`src/rtl/ps2_pkg.sv`:
```
// Shared types and constants for the PS/2 mouse receiver.
package ps2_pkg;

    typedef enum logic [1:0] {
        ST_IDLE   = 2'd0,
        ST_DATA   = 2'd1,
        ST_PARITY = 2'd2,
        ST_STOP   = 2'd3
    } ps2_frame_state_t;

    localparam int PS2_FRAME_BITS = 11;
    localparam int PS2_DATA_BITS  = PS2_FRAME_BITS - 3;

    // Byte-0 bit positions of a standard 3-byte movement packet
    localparam int BTN_L = 0;
    localparam int BTN_R = 1;
    localparam int BTN_M = 2;
    localparam int SYNC  = 3;
    localparam int XS    = 4;
    localparam int YS    = 5;
    localparam int XO    = 6;
    localparam int YO    = 7;

    function automatic logic odd_parity_ok(input logic [7:0] data, input logic parity);
        return ^{data, parity};
    endfunction

endpackage

```
`src/rtl/ps2_line_filter.sv`:
```
// Synchronises the raw PS/2 lines, deglitches the clock and flags its falling edges.
module ps2_line_filter #(
    parameter int SYNC_STAGES = 2,
    parameter int FILTER_LEN  = 4
) (
    input  logic clk,
    input  logic reset,
    input  logic ps2_clk,
    input  logic ps2_data,
    output logic clk_fall,
    output logic data_sync
);

    localparam int CW = $clog2(FILTER_LEN + 1);

    logic [SYNC_STAGES-1:0] clk_sync_reg;
    logic [SYNC_STAGES-1:0] data_sync_reg;
    logic [CW-1:0]          flt_cnt_reg;
    logic                   clk_filt_reg;
    logic                   clk_fall_reg;
    logic                   clk_s;

    // Idle bus is high, so the chain resets to 1 to avoid a phantom edge.
    genvar gi;
    generate
        for (gi = 0; gi < SYNC_STAGES; gi++) begin : g_sync
            if (gi == 0) begin : g_first
                always_ff @(posedge clk or negedge reset) begin
                    if (!reset) begin
                        clk_sync_reg[0]  <= 1'b1;
                        data_sync_reg[0] <= 1'b1;
                    end else begin
                        clk_sync_reg[0]  <= ps2_clk;
                        data_sync_reg[0] <= ps2_data;
                    end
                end
            end else begin : g_rest
                always_ff @(posedge clk or negedge reset) begin
                    if (!reset) begin
                        clk_sync_reg[gi]  <= 1'b1;
                        data_sync_reg[gi] <= 1'b1;
                    end else begin
                        clk_sync_reg[gi]  <= clk_sync_reg[gi-1];
                        data_sync_reg[gi] <= data_sync_reg[gi-1];
                    end
                end
            end
        end
    endgenerate

    assign clk_s     = clk_sync_reg[SYNC_STAGES-1];
    assign data_sync = data_sync_reg[SYNC_STAGES-1];

    always_ff @(posedge clk or negedge reset) begin
        if (!reset) begin
            flt_cnt_reg  <= '0;
            clk_filt_reg <= 1'b1;
            clk_fall_reg <= 1'b0;
        end else begin
            clk_fall_reg <= 1'b0;
            if (clk_s == clk_filt_reg) begin
                flt_cnt_reg <= '0;
            end else if (flt_cnt_reg == CW'(FILTER_LEN - 1)) begin
                clk_filt_reg <= clk_s;
                clk_fall_reg <= ~clk_s;
                flt_cnt_reg  <= '0;
            end else begin
                flt_cnt_reg <= flt_cnt_reg + 1'b1;
            end
        end
    end

    assign clk_fall = clk_fall_reg;

endmodule

```
`src/rtl/ps2_mouse_rx.sv`:
```
// PS/2 mouse receiver: frame deframing, parity check, timeout and 3-byte packet assembly.
module ps2_mouse_rx
    import ps2_pkg::*;
#(
    parameter int SYNC_STAGES    = 2,
    parameter int FILTER_LEN     = 4,
    parameter int TIMEOUT_CYCLES = 200000
) (
    input  logic       clk,
    input  logic       reset,
    input  logic       ps2_clk,
    input  logic       ps2_data,
    output logic       pkt_valid,
    output logic       btn_left,
    output logic       btn_right,
    output logic       btn_middle,
    output logic [8:0] dx,
    output logic [8:0] dy,
    output logic       x_ovf,
    output logic       y_ovf,
    output logic [7:0] rx_byte,
    output logic       rx_byte_valid,
    output logic       frame_err
);

    localparam int TW = $clog2(TIMEOUT_CYCLES + 1);

    logic             fall;
    logic             data_s;
    ps2_frame_state_t state_reg;
    logic [2:0]       bit_cnt_reg;
    logic [7:0]       shift_reg;
    logic             parity_reg;
    logic [1:0]       idx_reg;
    logic [7:0]       b0_reg;
    logic [7:0]       b1_reg;
    logic [TW-1:0]    to_cnt_reg;
    logic             active;
    logic             timeout_hit;
    logic             frame_good;

    ps2_line_filter #(
        .SYNC_STAGES (SYNC_STAGES),
        .FILTER_LEN  (FILTER_LEN)
    ) u_filt (
        .clk       (clk),
        .reset     (reset),
        .ps2_clk   (ps2_clk),
        .ps2_data  (ps2_data),
        .clk_fall  (fall),
        .data_sync (data_s)
    );

    assign active      = (state_reg != ST_IDLE) || (idx_reg != 2'd0);
    // A clock fall in the terminal cycle is live bus activity, so it beats the timeout.
    assign timeout_hit = !fall && active && (to_cnt_reg == TW'(TIMEOUT_CYCLES - 1));
    assign frame_good  = odd_parity_ok(shift_reg, parity_reg) && data_s;

    always_ff @(posedge clk or negedge reset) begin
        if (!reset) begin
            state_reg     <= ST_IDLE;
            bit_cnt_reg   <= '0;
            shift_reg     <= '0;
            parity_reg    <= 1'b0;
            idx_reg       <= '0;
            b0_reg        <= '0;
            b1_reg        <= '0;
            to_cnt_reg    <= '0;
            pkt_valid     <= 1'b0;
            btn_left      <= 1'b0;
            btn_right     <= 1'b0;
            btn_middle    <= 1'b0;
            dx            <= '0;
            dy            <= '0;
            x_ovf         <= 1'b0;
            y_ovf         <= 1'b0;
            rx_byte       <= '0;
            rx_byte_valid <= 1'b0;
            frame_err     <= 1'b0;
        end else begin
            pkt_valid     <= 1'b0;
            rx_byte_valid <= 1'b0;
            frame_err     <= 1'b0;

            if (fall || timeout_hit || !active) begin
                to_cnt_reg <= '0;
            end else begin
                to_cnt_reg <= to_cnt_reg + 1'b1;
            end

            if (timeout_hit) begin
                state_reg <= ST_IDLE;
                idx_reg   <= '0;
                frame_err <= 1'b1;
            end else if (fall) begin
                case (state_reg)
                    ST_IDLE: begin
                        if (!data_s) begin
                            state_reg   <= ST_DATA;
                            bit_cnt_reg <= '0;
                        end
                    end
                    ST_DATA: begin
                        shift_reg   <= {data_s, shift_reg[7:1]};
                        bit_cnt_reg <= bit_cnt_reg + 1'b1;
                        if (bit_cnt_reg == 3'(PS2_DATA_BITS - 1)) begin
                            state_reg <= ST_PARITY;
                        end
                    end
                    ST_PARITY: begin
                        parity_reg <= data_s;
                        state_reg  <= ST_STOP;
                    end
                    default: begin
                        state_reg <= ST_IDLE;
                        if (frame_good) begin
                            rx_byte       <= shift_reg;
                            rx_byte_valid <= 1'b1;
                            case (idx_reg)
                                2'd0: begin
                                    // Byte 0 always carries bit 3 set; anything else is a resync discard.
                                    if (shift_reg[SYNC]) begin
                                        b0_reg  <= shift_reg;
                                        idx_reg <= 2'd1;
                                    end
                                end
                                2'd1: begin
                                    b1_reg  <= shift_reg;
                                    idx_reg <= 2'd2;
                                end
                                default: begin
                                    btn_left   <= b0_reg[BTN_L];
                                    btn_right  <= b0_reg[BTN_R];
                                    btn_middle <= b0_reg[BTN_M];
                                    x_ovf      <= b0_reg[XO];
                                    y_ovf      <= b0_reg[YO];
                                    dx         <= {b0_reg[XS], b1_reg};
                                    dy         <= {b0_reg[YS], shift_reg};
                                    pkt_valid  <= 1'b1;
                                    idx_reg    <= 2'd0;
                                end
                            endcase
                        end else begin
                            frame_err <= 1'b1;
                            idx_reg   <= '0;
                        end
                    end
                endcase
            end
        end
    end

endmodule

```
`config.mk`:
```
export PLATFORM = sky130hd
export DESIGN_NAME = ps2_mouse_rx
export DESIGN_NICKNAME = d
export VERILOG_FILES = /design/src/rtl/ps2_pkg.sv /design/src/rtl/ps2_line_filter.sv /design/src/rtl/ps2_mouse_rx.sv
export SDC_FILE = /design/constraint.sdc
export NUM_CORES = 1
export LEC_CHECK = 0
export ABC_AREA = 0
export CAP_MARGIN = 20
export CORE_AREA = 2 2 92 161
export CTS_CLUSTER_SIZE = 24
export DETAILED_ROUTE_END_ITERATION = 10
export DIE_AREA = 0 0 94 163
export PLACE_DENSITY = 0.44
export SYNTH_ARGS = -nofsm -noshare
export SYNTH_HDL_FRONTEND = slang
export SYNTH_HIERARCHICAL = 1
export SYNTH_SLANG_ARGS = --single-unit
export TNS_END_PERCENT = 30
```
`constraint.sdc`:
```
create_clock -name clk -period 2.7 [get_ports clk]
set_clock_uncertainty 0.15 [all_clocks]
set_input_delay 0.81 -clock clk [delete_from_list [all_inputs] [get_ports clk]]
set_output_delay 0.81 -clock clk [all_outputs]
set_load 0.02 [all_outputs]
```
* Word level (Yosys, flattened, before mapping)
Cells that the tools add are included.
Cells by class: bitwise logic cells 5, equal/unequal tests 12, add/sub/neg operators 3, reductions and logical operators 27, mux-type cells 31
Operators with widths (count):
- 18-bit by 1-bit adder with 18-bit output (second input constant) | 1
- 18-bit == test (second input constant) | 1
- 18-bit 2-to-1 mux | 1
- 2-bit 2-to-1 mux | 9
- 1-bit 2-to-1 mux | 15
- 3-bit AND reduction | 4
- 5-bit AND reduction | 2
- 3-bit 2-to-1 mux | 3
- 9-bit XOR reduction | 1
- 4-bit AND reduction | 2
- 2-bit nonzero test | 4
- 3-bit by 1-bit adder with 3-bit output (second input constant) | 2
- 3-bit != test (second input constant) | 2
- 2-bit one-hot mux with 3 select lines | 1
- 3-bit one-hot mux with 2 select lines | 1
- 6-bit AND reduction | 1
- 1-bit NOT | 5
- 2-bit by 1-bit == test with 1-bit output (second input constant) | 2
- 2-bit logical NOT | 2
- 4-bit != test (second input constant) | 1
- 2-bit one-hot mux with 2 select lines | 1
- 3-bit by 2-bit == test with 1-bit output (second input constant) | 1
- 3-bit == test (second input constant) | 1
- 1-bit logical AND | 3
- other kinds (9) | 12
Word-level totals: bits in registers 93, bits of input ports 4, output and inout bits 34, word-level logic and storage cells 104

* Longest topological paths before layout
Gate-level depths: netlist of run 1.
depth after elaboration 7, gate-level depth with buffers 8, depth with buffers taken out 6

* By module
The synthesis of run 1 kept the hierarchy.
By module, submodules not included:
- ps2_mouse_rx | cells an instance 290, seq. area each 2077.0 µm², area an instance 3821.2 µm², times used 1
- ps2_line_filter | cells an instance 17, seq. area each 231.5 µm², area an instance 320.3 µm², times used 1

* Least setup slack after synthesis of run 1
OpenSTA, ideal clock, no wires.
path kind register to register, from reg shift_reg[1], to reg dx[0], path buffers 1, library setup time 0.125 ns, arrival 1.944 ns, data required time 2.425 ns, setup slack 0.482 ns, clock period less this slack 2.218 ns, stages on the path, launching flop included 6, path through dfrtp_1 > xor2_1 > xnor3_2 > mux2i_4 > buf_6 > mux2_2
Between the ends: longest elaborated chain between the ends 3
Ends and longest elaborated chain:
- start: declaration | line ps2_mouse_rx.sv:32 | logic [7:0] shift_reg;
- start signal: assignment | line ps2_mouse_rx.sv:104 | shift_reg <= {data_s, shift_reg[7:1]};
- 9-bit XOR reduction | line ps2_pkg.sv:25 | return ^{data, parity};
- 1-bit logical AND | line ps2_mouse_rx.sv:57 | assign frame_good = odd_parity_ok(shift_reg, parity_reg) && data_s;
- 5-bit AND reduction (no line)
- end signal: assignment | line ps2_mouse_rx.sv:137 | dx <= {b0_reg[XS], b1_reg};
- end: declaration | line ps2_mouse_rx.sv:17 | output logic [8:0] dx,
No other way between the ends. A chain may end at the register's enable or synchronous reset.

* Worst setup path in the final report of run 1
from reg shift_reg[1], to reg x_ovf
Between the ends: longest elaborated chain between the ends 3
Ends and longest elaborated chain:
- 9-bit XOR reduction | line ps2_pkg.sv:25
- 1-bit logical AND | line ps2_mouse_rx.sv:57
- 5-bit AND reduction (no line)
- end signal: assignment | line ps2_mouse_rx.sv:135 | x_ovf <= b0_reg[XO];
- end: declaration | line ps2_mouse_rx.sv:19 | output logic x_ovf,
No other way between the ends.

==> reports/metrics.csv, run 1 <==
metric,value,unit
status,"complete, no violations",
p_sw,0.791,mW
clkPwrFrac,0.405,
rsz0062_at_grt,false,
cts_buffers,9,
ios,38,
post_cts_buffers,0,
p_comb_frac,0.100,
insertion_delay,0.34,ns
grt_use_total,0.118,
rows,58,
ys_seq_area_frac,0.557,
htree_num_levels,3,
numClockSinks,92,
drt_iter0_markers,56,
period_minus_slack,2.37,ns
grt_max_degree,42,
slew_viol_final,0,
die_h,163,um
final_common_cell,dfrtp_1,
swShare,0.266,
synth.avg_cell_area,13.5,um^2
grt_pass1_wl,13.8,mm
final_cell_mix,"dfrtp_1 (87), mux2_2 (39), clkdlybuf4s50_1 (36)",
cts_tree,built,
die_area,0.0153,mm^2
via_per_inst,4.72,
leakage,2.29,nW
clockBufferDepth,2,
ys_seq_elements,92,
clk_pin_slew,0.07,ns
die_x,94,um
synth.distinct_cells,51,
gp_congestion,0.718,
p_int,2.18,mW
worst_pin_slew,0.474,ns
cts-hold-fix-buffers,0,
slew_headroom,0.681,
path_class,reg -> reg,
synth_area,0.00414,mm^2
netlist_instances,307,
async_flop_share,1.00,
synth_nets,319,
largest_reg_flops,18,
hold_viol,0,
layout.nets,360,
n_antenna_cell,0,
netlist_top_cells_area,"dfrtp_1 (53%), mux2_2 (11%), mux2_4 (6.9%)",
cp_data_required_time,2.78,ns
fin_ws,0.332,ns
hold_class,reg -> reg,
start_kind,flop,
synth_top_area_frac,0.526,
wl_per_cell,15.5,um
fin_crit_sh,0.877,
detail-route-antenna-nets,0,
cp_max_fo,13,
critPathCaptureType,flop,
timing.fmax,0.422,GHz
grt_pass1_vias,2644,
worst_path_largest_cell_delay,0.55,ns
vias,2518,
drc,0,
hpwl,5.91,mm
coreArea,0.0142,mm^2
antenna_found_initial,0,
port_buffers,37,
tns,0,ns
grt_remaining_overflow,0,
firstDrtPassIters,4,
fillers,1403,
finalSetupViolations,0,
ctsResizeCount,0,
crit_chain,xor2_1 -> xnor3_2 -> mux2i_4 -> buf_4 -> mux2_2,
synth_area_leader_cell,dfrtp_1,
cp_data_arrival_time,2.45,ns
syn_to_final_growth,20.6,%
drive_above_1_share,0.278,
ys.flop_type,dfrtp_1,
power_density,596,mW/mm^2
root_buffer,clkbuf_16,
yosysWarningCount,6,
synth_edf_count,0,
start_util,0.293,
crit_path_top_delay_cell,xnor3_2,
seqPwrFrac,0.495,
pre_cts_ws,0.309,ns
cap_violations,0,
wl,8.29,mm
ir_drop,0.240,mV
path summary, 6_finish.rpt:
kind                                          from               end  slack, ns  depth (start not counted)
setup / recovery                      shift_reg[1]             x_ovf       0.33                          5
hold / removal             u_filt/data_sync_reg[0]  u_filt/data_sync       0.21                          0
setup reg to reg                      shift_reg[1]             x_ovf       0.33                          5
hold reg to reg            u_filt/data_sync_reg[0]  u_filt/data_sync       0.21                          0
max in group asynchronous                    reset             dx[0]       1.49                          2
min in group asynchronous                    reset     rx_byte_valid       0.26                          1
metal layers:
layer,GRT usage,share of wire
met2,0.212,0.55
met4,0.0632,0.026
met5,0,0
met1,0.126,0.40
met3,0.0241,0.028
cells by family after synthesis:
family	count (synthesis)	share of synthesized area
flip-flops	92	0.557
multiplexers	62	0.191
AND/OR/NAND/NOR	81	0.110
buffers and inverters	20	0.0260
adder cells (fa/ha/maj)	8	0.0242
XOR/XNOR	20	0.0529
AO/OA/AOI/OAI	24	0.0390
cells in the mapped netlist (all sizes together) (2+ instances only):
cell type	count
a21o	2
nor2	21
nor3	4
a21oi	8
clkbuf	6
nor3b	2
nor2b	4
and3	3
and4	4
xor2	7
or4b	2
xnor3	2
nand4	7
nand2	14
xnor2	10
dfstp	5
o31ai	2
nor4	5
o21ai	3
dfrtp	87
a211oi	2
nor4b	2
mux2	59
mux2i	3
ha	8
inv	7
nand3	7
or4	2
buf	7
through the flow:
| stage | total power, mW | instances | util | hold slack [ns] | instance area [um^2] |
|---|---|---|---|---|---|
| floorplan | 1.71 | 307 | - | 0.195 | 4140 |
| global placement | 1.80 | 517 | 0.333 | 0.196 | 4710 |
| detailed placement | 1.81 | 517 | 0.333 | 0.197 | 4710 |
| CTS | 3.05 | 533 | 0.353 | 0.208 | 5000 |
| global route | 3.14 | 533 | 0.353 | 0.212 | 5000 |
| finish | 2.98 | 533 | 0.353 | 0.206 | 5000 |
worst max-delay path: cells and delay by family, from the launching register on:
kind / cells / cell delay [ns]
DFF: 1 / 0.47
xor gates and xnor gates: 2 / 0.75
buffers and inverters: 1 / 0.25
muxes: 2 / 0.64
power by group through the flow:
stage | sequential [mW] | clock [mW] | combinational [mW]
floorplan | 1.49 | 0 | 0.219
global placement | 1.50 | 0 | 0.303
detailed placement | 1.50 | 0 | 0.307
CTS | 1.47 | 1.27 | 0.308
global route | 1.48 | 1.32 | 0.339
finish | 1.47 | 1.20 | 0.298
final cells by class:
| cell class | count | area (um^2) | area share |
|---|---|---|---|
| clock buffers | 9 | 225 | 0.0451 |
| inverters | 7 | 26.3 | 0.00526 |
| multi-input cells | 195 | 1730 | 0.345 |
| flip-flops and latches | 92 | 2310 | 0.462 |
| clock inverters | 7 | 60.1 | 0.0120 |
| well taps | 180 | 225 | 0.0451 |
| repair buffers | 43 | 425 | 0.0851 |
Power figures use the tool's default switching activity.
==> run 2, diff against run 1 <==
--- a/config.mk
+++ b/config.mk
@@ -12,6 +12,7 @@
 export DETAILED_ROUTE_END_ITERATION = 10
 export DIE_AREA = 0 0 94 163
 export PLACE_DENSITY = 0.44
+export SLEW_MARGIN = 40
 export SYNTH_ARGS = -nofsm -noshare
 export SYNTH_HDL_FRONTEND = slang
 export SYNTH_HIERARCHICAL = 1
==> results of run 2 <==
Same layout as run 1: the final DEF is identical, and so are final timing and power.
==> run 3, diff against run 2 <==
--- a/config.mk
+++ b/config.mk
@@ -11,7 +11,9 @@
 export CTS_CLUSTER_SIZE = 24
 export DETAILED_ROUTE_END_ITERATION = 10
 export DIE_AREA = 0 0 94 163
+export HOLD_SLACK_MARGIN = 0.06
 export PLACE_DENSITY = 0.44
+export RECOVER_POWER = 100
 export SLEW_MARGIN = 40
 export SYNTH_ARGS = -nofsm -noshare
 export SYNTH_HDL_FRONTEND = slang
==> run 3 against run 2 <==
Compared with the run above:
- combinational power down 6%
- count of clock-buffer cells in the layout stayed put
- sequential share of layout area grew 0.70 points
- critical path depth shrank 1
- first-iteration DRC count is 13% higher
- sequential power barely moved
- final cell count unchanged
- die area unchanged
- core utilization is 0.53 points lower
- power shrank 0.77%
- routed wire length shrank 1.1%
- largest cell class unchanged
==> reports/metrics.csv, run 3 (same netlist as run 1, synthesis figures left out) <==
metric,value,unit,change
grt_pass1_vias,2644,,unchanged
power_density,600,mW/mm^2,was 596 mW/mm^2
layout.cells.non_filler,533,,unchanged
p_comb_frac,0.095,,was 0.100
firstDrtPassIters,5,,was 4
cp_data_required_time,2.77,ns,was 2.78 ns
ir_drop,0.235,mV,was 0.240 mV
cts_tree,built,,unchanged
cp_data_arrival_time,2.55,ns,was 2.45 ns
r2r_cells,4,,was 5
gp_congestion,0.718,,unchanged
htree_num_levels,3,,unchanged
rows,58,,unchanged
cts_buffers,9,,unchanged
die_h,163,um,unchanged
grt_use_total,0.118,,unchanged
regToRegStartpoint,shift_reg[4],,was shift_reg[1]
ctsResizeCount,0,,unchanged
n_antenna_cell,0,,unchanged
pre_cts_ws,0.309,ns,unchanged
antenna_found_initial,0,,unchanged
via_per_inst,4.72,,about the same
hpwl,5.91,mm,unchanged
final_cell_mix,"dfrtp_1 (87), mux2_2 (39), dlygate4sd3_1 (36)",,"was dfrtp_1 (87), mux2_2 (39), clkdlybuf4s50_1 (36)"
wl,8.19,mm,was 8.29 mm
min-delay-start,u_filt/data_sync_reg[0],,unchanged
largest_reg_flops,18,,unchanged
die_area,0.0153,mm^2,unchanged
crit_path_top_delay_cell,mux2_1,,was xnor3_2
post_cts_buffers,0,,unchanged
insertion_delay,0.34,ns,about the same
crit_chain,xor2_1 -> xnor3_2 -> mux2_1 -> mux2_4,,was xor2_1 -> xnor3_2 -> mux2i_4 -> buf_4 -> mux2_2
swShare,0.266,,about the same
reg2reg_slack,0.23,ns,was 0.33 ns
cp_max_fo,9,,was 13
leakage,2.40,nW,was 2.29 nW
layout.nets,360,,unchanged
grt_remaining_overflow,0,,unchanged
vias,2514,,was 2518
cts-hold-fix-buffers,0,,unchanged
finalSetupViolations,0,,unchanged
fin_crit_sh,0.916,,was 0.877
drc,0,,unchanged
finalPower,2.95,mW,was 2.98 mW
p_int,2.17,mW,was 2.18 mW
syn_to_final_growth,18.8,%,was 20.6%
worst_pin_slew,1.05,ns,was 0.474 ns
tns,0,ns,unchanged
clk_pin_slew,0.07,ns,about the same
timing.critical_path.buf_inv,0,,was 1
coreArea,0.0142,mm^2,unchanged
drive_above_1_share,0.246,,was 0.278
whs,0.206,ns,about the same
rsz0062_at_grt,false,,unchanged
hold_viol,0,,unchanged
period_minus_slack,2.47,ns,was 2.37 ns
clockBufferDepth,2,,unchanged
start_util,0.293,,unchanged
start_kind,flop,,unchanged
die_x,94,um,unchanged
path_depth,4,,was 5
crit_family,multiplexers,,was XOR/XNOR gates
drt_iter0_markers,63,,was 56
reg2reg_to,rx_byte[1],,was x_ovf
final_common_cell,dfrtp_1,,unchanged
hold_class,reg -> reg,,unchanged
root_buffer,clkbuf_16,,unchanged
port_buffers,37,,unchanged
grt_max_degree,42,,unchanged
path_class,reg -> reg,,unchanged
status,"complete, no violations",,unchanged
worst_path_largest_cell_delay,0.60,ns,was 0.55 ns
post-place-cells,517,,unchanged
timing.fmax,0.404,GHz,was 0.422 GHz
critPathCaptureType,flop,,unchanged
cap_violations,0,,unchanged
fin_ws,0.227,ns,was 0.332 ns
detail-route-antenna-nets,0,,unchanged
seqPwrFrac,0.498,,was 0.495
holdPathStages,0,,unchanged
wl_per_cell,15.4,um,was 15.5 um
numClockSinks,92,,unchanged
p_sw,0.785,mW,was 0.791 mW
slew_viol_final,0,,unchanged
ios,38,,unchanged
grt_pass1_wl,13.8,mm,unchanged
slew_headroom,0.299,,was 0.681
clkPwrFrac,0.407,,was 0.405
hold_end,u_filt/data_sync,,unchanged
[run 3: cell types whose count changed in the layout (fill, tap and decap cells not counted), moves of 4 or more]
cell and change:
clkbuf_2 +5, mux2_1 +9, mux2_4 -9, buf_4 -4
clkdlybuf4s50_1 -36, dlygate4sd3_1 +36
[run 3: worst max-delay path by stage]
stage                       from          to  slack (ns)
finish              shift_reg[4]  rx_byte[1]        0.23
global route        shift_reg[4]  rx_byte[1]        0.13
CTS                 shift_reg[1]       x_ovf        0.31
detailed placement  shift_reg[1]       x_ovf        0.31
global placement    shift_reg[4]       dy[5]        0.38
floorplan           shift_reg[1]       dx[0]        0.48
[run 3: per-layer routing]
metal | global-route usage | part of all wire | up-vias
li1 | - | - | 1168
met1 | 0.126 | 0.39 | 1284
met2 | 0.212 | 0.56 | 44
met3 | 0.0241 | 0.029 | 18
met4 | 0.0632 | 0.027 | 0
met5 | 0 | 0 | -
[run 3: metrics by stage]
stage	utilization	cell area [um^2]
floorplan	-	4140
global placement	0.333	4710
detailed placement	0.333	4710
CTS	0.353	5000
global route	0.348	4920
finish	0.348	4920
[run 3: power groups by stage]
stage | sequential, mW | combinational, mW | clock, mW
after floorplan | 1.49 | 0.219 | 0
after global placement | 1.50 | 0.303 | 0
after detailed placement | 1.50 | 0.307 | 0
after CTS | 1.47 | 0.308 | 1.27
after global routing | 1.48 | 0.320 | 1.32
final | 1.47 | 0.281 | 1.20
[run 3: final cells by class]
cell class / instances / area (um^2)
timing repair buffer: 43 / 400
sequential: 92 / 2310
clock inverter: 7 / 60.1
multi-input combinational: 195 / 1680
fill: 1421 / 9230
clock buffer: 9 / 225
inverter: 7 / 26.3
tap: 180 / 225
